## config.mk

```make
export PLATFORM = sky130hd
export DESIGN_NAME = dmem_arbiter_flat
export DESIGN_NICKNAME = d
export VERILOG_FILES = /design/src/rtl/dmem_pkg.sv /design/src/rtl/dmem_arbiter_if.sv /design/src/rtl/rr_arb2.sv /design/src/rtl/dmem_arbiter.sv /design/src/flat_wrapper.sv
export SDC_FILE = /design/constraint.sdc
export NUM_CORES = 1
export LEC_CHECK = 0
export CORE_AREA = 5 5 115 117
export DETAILED_ROUTE_END_ITERATION = 10
export DIE_AREA = 0 0 120 122
export PLACE_DENSITY = 0.69
export SLEW_MARGIN = 20
export SYNTH_ARGS = -nofsm -noshare
export SYNTH_HDL_FRONTEND = slang
export SYNTH_SLANG_ARGS = --single-unit
```

## constraint.sdc

```tcl
create_clock -name clk -period 4.8 [get_ports clk]
set_clock_uncertainty 0.1 [all_clocks]
set_input_delay 1.2 -clock clk [delete_from_list [all_inputs] [get_ports clk]]
set_output_delay 1.2 -clock clk [all_outputs]
set_load 0.02 [all_outputs]
```

## src/rtl/dmem_pkg.sv

```systemverilog
// rtl/dmem_pkg.sv - shared constants and state encodings for the data-memory arbiter
// Contents:
//   DMEM_DEPTH / DMEM_WIDTH / DMEM_BITS  default RAM geometry
//   state_t, ST_IDLE / ST_OWN0 / ST_OWN1 arbiter FSM encodings
//   own_state()                          maps a winning requester to its lock-owner state
package dmem_pkg;

    localparam int DMEM_DEPTH = 128;
    localparam int DMEM_WIDTH = 32;
    localparam int DMEM_BITS  = 32;

    typedef logic [1:0] state_t;

    localparam logic [1:0] ST_IDLE = 2'd0;
    localparam logic [1:0] ST_OWN0 = 2'd1;
    localparam logic [1:0] ST_OWN1 = 2'd2;

    function automatic state_t own_state(input logic sel1);
        return sel1 ? ST_OWN1 : ST_OWN0;
    endfunction

endpackage

```

## src/rtl/dmem_arbiter_if.sv

```systemverilog
// rtl/dmem_arbiter_if.sv - requester and RAM bus bundle for the data-memory arbiter
// Signals:
//   req/we/adr/wd/lock 0,1   requester side, driven by the CPU and DMA engine
//   gnt/rvalid/rdata/err 0,1 arbiter responses
//   mem_we/mem_adr/mem_din   arbiter to RAM
//   mem_dout                 RAM to arbiter, combinational read of mem_adr
// Modports:
//   master  requesters plus attached RAM
//   slave   the arbiter
interface dmem_arbiter_if
    import dmem_pkg::*;
#(
    parameter int BITS  = DMEM_BITS,
    parameter int WIDTH = DMEM_WIDTH
) ();

    logic             req0;
    logic             req1;
    logic             we0;
    logic             we1;
    logic             lock0;
    logic             lock1;
    logic [BITS-1:0]  adr0;
    logic [BITS-1:0]  adr1;
    logic [WIDTH-1:0] wd0;
    logic [WIDTH-1:0] wd1;

    logic             gnt0;
    logic             gnt1;
    logic             rvalid0;
    logic             rvalid1;
    logic [WIDTH-1:0] rdata0;
    logic [WIDTH-1:0] rdata1;
    logic             err0;
    logic             err1;

    logic             mem_we;
    logic [BITS-1:0]  mem_adr;
    logic [WIDTH-1:0] mem_din;
    logic [WIDTH-1:0] mem_dout;

    modport master (
        output req0, req1, we0, we1, lock0, lock1, adr0, adr1, wd0, wd1,
        input  gnt0, gnt1, rvalid0, rvalid1, rdata0, rdata1, err0, err1,
        input  mem_we, mem_adr, mem_din,
        output mem_dout
    );

    modport slave (
        input  req0, req1, we0, we1, lock0, lock1, adr0, adr1, wd0, wd1,
        output gnt0, gnt1, rvalid0, rvalid1, rdata0, rdata1, err0, err1,
        output mem_we, mem_adr, mem_din,
        input  mem_dout
    );

endinterface

```

## src/rtl/rr_arb2.sv

```systemverilog
// rtl/rr_arb2.sv - two-way round-robin pick, combinational one-hot grant
// Ports:
//   req   in  2  request vector, bit n = requester n
//   last  in  1  requester that won the previous grant
//   gnt   out 2  one-hot grant (all zero when nothing requests)
module rr_arb2
    import dmem_pkg::*;
(
    input  logic [1:0] req,
    input  logic       last,
    output logic [1:0] gnt
);

    // On a tie the requester that did not win last time goes first.
    always_comb begin
        gnt = req;
        if (req == 2'b11) begin
            gnt = last ? 2'b01 : 2'b10;
        end
    end

endmodule

```

## src/rtl/dmem_arbiter.sv

```systemverilog
// rtl/dmem_arbiter.sv - shares one single-port data RAM between CPU (0) and DMA (1)
// Ports:
//   clk    in   single clock, posedge
//   reset  in   synchronous, active-high
//   bus    slave modport of dmem_arbiter_if: requester handshakes, responses, RAM bus
// Behaviour summary:
//   one access per cycle, round-robin on ties, lock keeps the grant with its owner,
//   reads return one cycle after grant, misaligned/out-of-range accesses raise err.
module dmem_arbiter
    import dmem_pkg::*;
#(
    parameter int DEPTH = DMEM_DEPTH,
    parameter int BITS  = DMEM_BITS,
    parameter int WIDTH = DMEM_WIDTH
) (
    input  logic           clk,
    input  logic           reset,
    dmem_arbiter_if.slave  bus
);

    localparam logic [BITS-3:0] DEPTH_W = (BITS-2)'(DEPTH);

    state_t           state;
    state_t           state_nxt;
    logic             last;
    logic [1:0]       rr_gnt;
    logic [1:0]       pick;
    logic             any;

    logic [BITS-1:0]  adr_sel;
    logic [WIDTH-1:0] wd_sel;
    logic             we_sel;
    logic             lock_sel;
    logic             bad_sel;
    logic             rd_ok;

    function automatic logic is_bad(input logic [BITS-1:0] adr);
        return (adr[1:0] != 2'b00) || (adr[BITS-1:2] >= DEPTH_W);
    endfunction

    rr_arb2 u_rr (
        .req  ({bus.req1, bus.req0}),
        .last (last),
        .gnt  (rr_gnt)
    );

    // Grant selection. While a lock owner exists the other side is not even
    // considered; if the owner stops requesting, this cycle goes idle.
    always_comb begin
        pick = 2'b00;
        if (!reset) begin
            case (state)
                ST_IDLE: pick = rr_gnt;
                ST_OWN0: pick = {1'b0, bus.req0};
                ST_OWN1: pick = {bus.req1, 1'b0};
                default: pick = 2'b00;
            endcase
        end
    end

    assign any = |pick;

    always_comb begin
        adr_sel  = bus.adr0;
        wd_sel   = bus.wd0;
        we_sel   = bus.we0;
        lock_sel = bus.lock0;
        if (pick[1]) begin
            adr_sel  = bus.adr1;
            wd_sel   = bus.wd1;
            we_sel   = bus.we1;
            lock_sel = bus.lock1;
        end
    end

    assign bad_sel = is_bad(adr_sel);
    assign rd_ok   = any & ~we_sel & ~bad_sel;

    assign bus.gnt0    = pick[0];
    assign bus.gnt1    = pick[1];
    assign bus.mem_we  = any & we_sel & ~bad_sel;
    assign bus.mem_adr = any ? adr_sel : '0;
    assign bus.mem_din = any ? wd_sel  : '0;

    // Ownership is only taken from IDLE; a lock raised by the non-owner is
    // ignored until the owner releases and the FSM passes through IDLE.
    always_comb begin
        state_nxt = state;
        case (state)
            ST_IDLE: begin
                if (any && lock_sel) begin
                    state_nxt = own_state(pick[1]);
                end
            end
            ST_OWN0: begin
                if (!(bus.req0 && bus.lock0)) begin
                    state_nxt = ST_IDLE;
                end
            end
            ST_OWN1: begin
                if (!(bus.req1 && bus.lock1)) begin
                    state_nxt = ST_IDLE;
                end
            end
            default: state_nxt = ST_IDLE;
        endcase
    end

    always_ff @(posedge clk) begin
        if (reset) begin
            state       <= ST_IDLE;
            last        <= 1'b1;
            bus.rvalid0 <= 1'b0;
            bus.rvalid1 <= 1'b0;
            bus.rdata0  <= '0;
            bus.rdata1  <= '0;
            bus.err0    <= 1'b0;
            bus.err1    <= 1'b0;
        end else begin
            state <= state_nxt;
            if (any) begin
                last <= pick[1];
            end
            bus.rvalid0 <= pick[0] & rd_ok;
            bus.rvalid1 <= pick[1] & rd_ok;
            bus.rdata0  <= (pick[0] & rd_ok) ? bus.mem_dout : '0;
            bus.rdata1  <= (pick[1] & rd_ok) ? bus.mem_dout : '0;
            bus.err0    <= pick[0] & bad_sel;
            bus.err1    <= pick[1] & bad_sel;
        end
    end

endmodule

```

## src/flat_wrapper.sv

```systemverilog
// flat-port wrapper written by rule: the top's interface ports become plain ports
module dmem_arbiter_flat import dmem_pkg::*;
#(
    parameter int DEPTH = DMEM_DEPTH,
    parameter int BITS  = DMEM_BITS,
    parameter int WIDTH = DMEM_WIDTH
)
  (clk, reset, bus_req0, bus_req1, bus_we0, bus_we1, bus_lock0, bus_lock1, bus_adr0, bus_adr1, bus_wd0, bus_wd1, bus_gnt0, bus_gnt1, bus_rvalid0, bus_rvalid1, bus_rdata0, bus_rdata1, bus_err0, bus_err1, bus_mem_we, bus_mem_adr, bus_mem_din, bus_mem_dout);
  dmem_arbiter_if #(.BITS(BITS), .WIDTH(WIDTH)) bus_i ();
  input  logic clk;
  input  logic reset;
  input wire logic [$bits(bus_i.req0)-1:0] bus_req0;
  input wire logic [$bits(bus_i.req1)-1:0] bus_req1;
  input wire logic [$bits(bus_i.we0)-1:0] bus_we0;
  input wire logic [$bits(bus_i.we1)-1:0] bus_we1;
  input wire logic [$bits(bus_i.lock0)-1:0] bus_lock0;
  input wire logic [$bits(bus_i.lock1)-1:0] bus_lock1;
  input wire logic [$bits(bus_i.adr0)-1:0] bus_adr0;
  input wire logic [$bits(bus_i.adr1)-1:0] bus_adr1;
  input wire logic [$bits(bus_i.wd0)-1:0] bus_wd0;
  input wire logic [$bits(bus_i.wd1)-1:0] bus_wd1;
  output wire logic [$bits(bus_i.gnt0)-1:0] bus_gnt0;
  output wire logic [$bits(bus_i.gnt1)-1:0] bus_gnt1;
  output wire logic [$bits(bus_i.rvalid0)-1:0] bus_rvalid0;
  output wire logic [$bits(bus_i.rvalid1)-1:0] bus_rvalid1;
  output wire logic [$bits(bus_i.rdata0)-1:0] bus_rdata0;
  output wire logic [$bits(bus_i.rdata1)-1:0] bus_rdata1;
  output wire logic [$bits(bus_i.err0)-1:0] bus_err0;
  output wire logic [$bits(bus_i.err1)-1:0] bus_err1;
  output wire logic [$bits(bus_i.mem_we)-1:0] bus_mem_we;
  output wire logic [$bits(bus_i.mem_adr)-1:0] bus_mem_adr;
  output wire logic [$bits(bus_i.mem_din)-1:0] bus_mem_din;
  input wire logic [$bits(bus_i.mem_dout)-1:0] bus_mem_dout;
  assign bus_i.req0 = bus_req0;
  assign bus_i.req1 = bus_req1;
  assign bus_i.we0 = bus_we0;
  assign bus_i.we1 = bus_we1;
  assign bus_i.lock0 = bus_lock0;
  assign bus_i.lock1 = bus_lock1;
  assign bus_i.adr0 = bus_adr0;
  assign bus_i.adr1 = bus_adr1;
  assign bus_i.wd0 = bus_wd0;
  assign bus_i.wd1 = bus_wd1;
  assign bus_gnt0 = bus_i.gnt0;
  assign bus_gnt1 = bus_i.gnt1;
  assign bus_rvalid0 = bus_i.rvalid0;
  assign bus_rvalid1 = bus_i.rvalid1;
  assign bus_rdata0 = bus_i.rdata0;
  assign bus_rdata1 = bus_i.rdata1;
  assign bus_err0 = bus_i.err0;
  assign bus_err1 = bus_i.err1;
  assign bus_mem_we = bus_i.mem_we;
  assign bus_mem_adr = bus_i.mem_adr;
  assign bus_mem_din = bus_i.mem_din;
  assign bus_i.mem_dout = bus_mem_dout;
  dmem_arbiter #(.DEPTH(DEPTH), .BITS(BITS), .WIDTH(WIDTH)) u_core (.clk(clk), .reset(reset), .bus(bus_i));
endmodule
```

==> impl_metrics.py <==
metrics = {
    "outcome": {
        "status": "completed",
    },
    "grt": {
        "grt_antenna_before_repair": 1,
        "gr-usage-all-layers_pct": 16.9,
        "grt_pass1_wl_um": 19300,
        "grt_pass1_vias": 3499,
        "grt_max_degree": 42,
        "grt_overflow_total": 0,
    },
    "cts": {
        "post_cts_resized": 0,
        "clk_latency_ns": 0.32,
        "postCtsSetupBuffers": 0,
        "cts_max_path_buffers": 2,
        "cts_inserted_buffers": 9,
        "htreeDepth": 3,
        "clk_pin_slew_worst_paths_ns": 0.05,
        "cts_tree": "yes",
        "cts_root_buf": "clkbuf_16",
        "hold_buffers": 0,
        "clock_sinks": 71,
    },
    "floorplan": {
        "rows": 41,
        "die_height_um": 122,
        "coreArea_um2": 12300,
        "die_w_um": 120,
        "start_util_pct": 22.6,
        "dieArea_um2": 14600,
        "io_pins": 303,
    },
    "critical_path": {
        "criticalPathCategory": "input port to output pin",
        "crit_arrival_ns": 3.40,
        "r2r-end": "u_core.bus.rdata0[21]",
        "r2r_cells": 5,
        "reg2reg_from": "u_core.state[1]",
        "path_max_fanout": 2,
        "worstPathRequired_ns": 3.50,
        "crit_start": "bus_adr1[10]",
        "rrSetupSlack_ns": 2.51,
        "crit_path_end_kind": "output pin",
        "startpoint_type": "input port",
        "crit_end": "bus_mem_we",
    },
    "placed_design": {
        "gp_congestion": 0.884,
        "place.port_buffers": 302,
        "placedCellCount": 695,
        "dp_hpwl_um": 10800,
        "dpl-instance-area_um2": 5950,
        "dp_slack_ns": 0.140,
    },
    "yosys": {
        "yosysSeqAreaShare_pct": 51.2,
        "ys_ff_latch": 71,
        "yosysTopAreaCell": "dfxtp_1",
        "synthCells": 256,
        "synth_area_um2": 2770,
        "ys_warn_count": 0,
        "syn_avg_cell_area_um2": 10.8,
        "synth.area.top_cells": "dfxtp_1 (51%), a22o_1 (20%), and2_1 (15%)",
        "synth_top_area_share_pct": 51.2,
        "synth.distinct_cells": 20,
        "synth_nets": 424,
    },
    "drt": {
        "drt_iter0_drc": 113,
        "vias": 3188,
        "drc_errors": 0,
        "ant_nets": 0,
        "wl_um": 13000,
        "via_per_inst": 4.48,
        "drtPass1Iterations": 4,
        "wl_per_cell_um": 18.2,
    },
    "timing": {
        "worst_pin_slew_ns": 0.888,
        "rsz0062_at_grt": "false",
        "finalMaxSlewViolations": 0,
        "finalCritPeriodShare_pct": 97.8,
        "setup_viol": 0,
        "slew_headroom_pct": 40.4,
        "setup_ws_ns": 0.104,
        "worst_hold_slack_ns": 0.412,
        "final_hold_viol_count": 0,
        "finalSetupTns_ns": 0,
        "fmax_ghz": 0.213,
        "fin_crit_ns": 4.70,
    },
    "final_layout": {
        "fill_cells": 1112,
        "stdcell_count": 711,
        "stdcell_area_um2": 6280,
        "final_cell_mix": "clkdlybuf4s50_1 (302), dfxtp_1 (71), and2_1 (67), a22o_1 (64), nor4_1 (10)",
        "fin_nets": 724,
        "synthToLayoutAreaGrowth_pct": 126,
        "layout.cells.most_common": "clkdlybuf4s50_1",
        "drive_gt1_share_pct": 5.00,
        "fin_util_pct": 51.2,
    },
    "pwr": {
        "p_per_area_nw_per_um2": 264,
        "leakage_nw": 2.41,
        "peakVddDrop_v": 0.000142,
        "post-layout-total-power_mw": 1.66,
    },
    "flow_run": {
        "cap_violations": 0,
    },
    "min_path": {
        "worstHoldPathType": "register to register",
    },
}
==> how the worst min path moves through the flow <==
stage	startpoint	to	slack, ns	cells after the start
finish	u_core.last	u_core.last	0.41	1
global route	u_core.last	u_core.last	0.44	1
CTS	u_core.last	u_core.last	0.41	1
detailed placement	u_core.last	u_core.last	0.40	1
global placement	u_core.last	u_core.last	0.37	1
floorplan	u_core.last	u_core.last	0.36	1
==> power by group <==
group / internal (mW) / switching, mW
registers: 0.592 / 0.00116
logic: 0.226 / 0.141
clock network: 0.466 / 0.232
==> cells in the mapped netlist, drive strengths merged <==
master / n
a211o: 2
a22o: 64
a32o: 1
and2: 67
buf: 16
clkbuf: 4
dfxtp: 71
inv: 2
nand2b: 2
nand3: 2
nand4: 2
nor2: 6
nor2b: 1
nor3: 2
nor3b: 1
nor4: 12
or3: 1
==> logic make-up (layout without fill, tap and decap cells) <==
kind of cell    after synthesis  count (layout)  synth area share, %
simple gates                 96              96                 22.5
flops                        71              71                 51.2
compound gates               67              67                 21.2
buf+inv                      22             326                 5.05
other cells                   0               1                    0
==> per-layer routing <==
layer  vias to the layer above  global-route usage (%)  share of wire (%)  wire (um)
met4                         0                    7.37                2.7        356
met5                         -                       0                  0          0
li1                       1531                       -                  -          -
met1                      1465                    18.3                 37       4840
met2                       163                    29.7                 51       6670
met3                        29                    6.22                8.6       1110
==> layout make-up <==
| class | count | area, um^2 | area share [%] |
|---|---|---|---|
| Sequential cell | 71 | 1420 | 22.6 |
| Tap cell | 150 | 188 | 2.99 |
| Clock inverter | 5 | 81.3 | 1.30 |
| Timing Repair Buffer | 309 | 3130 | 49.8 |
| Clock buffer | 10 | 239 | 3.81 |
| Antenna cell | 1 | 2.50 | 0.0399 |
| Multi-Input combinational cell | 163 | 1210 | 19.3 |
| Inverter | 2 | 7.51 | 0.120 |
==> state kept, by name (all words and copies together) (netlist names) <==
name                flops
u_core.bus.err0         1
u_core.bus.err1         1
u_core.bus.rdata0      32
u_core.bus.rdata1      32
u_core.bus.rvalid0      1
u_core.bus.rvalid1      1
u_core.last             1
u_core.state            2
==> worst max-delay path, stage by stage <==
cell and delay [ns]:
clkdlybuf4s50_1 0.44, nor4_1 0.46, nand3_1 0.27, nor2_1 0.24, a32o_1 0.17, clkdlybuf4s50_1 0.62
Power figures use the tool's default switching activity.
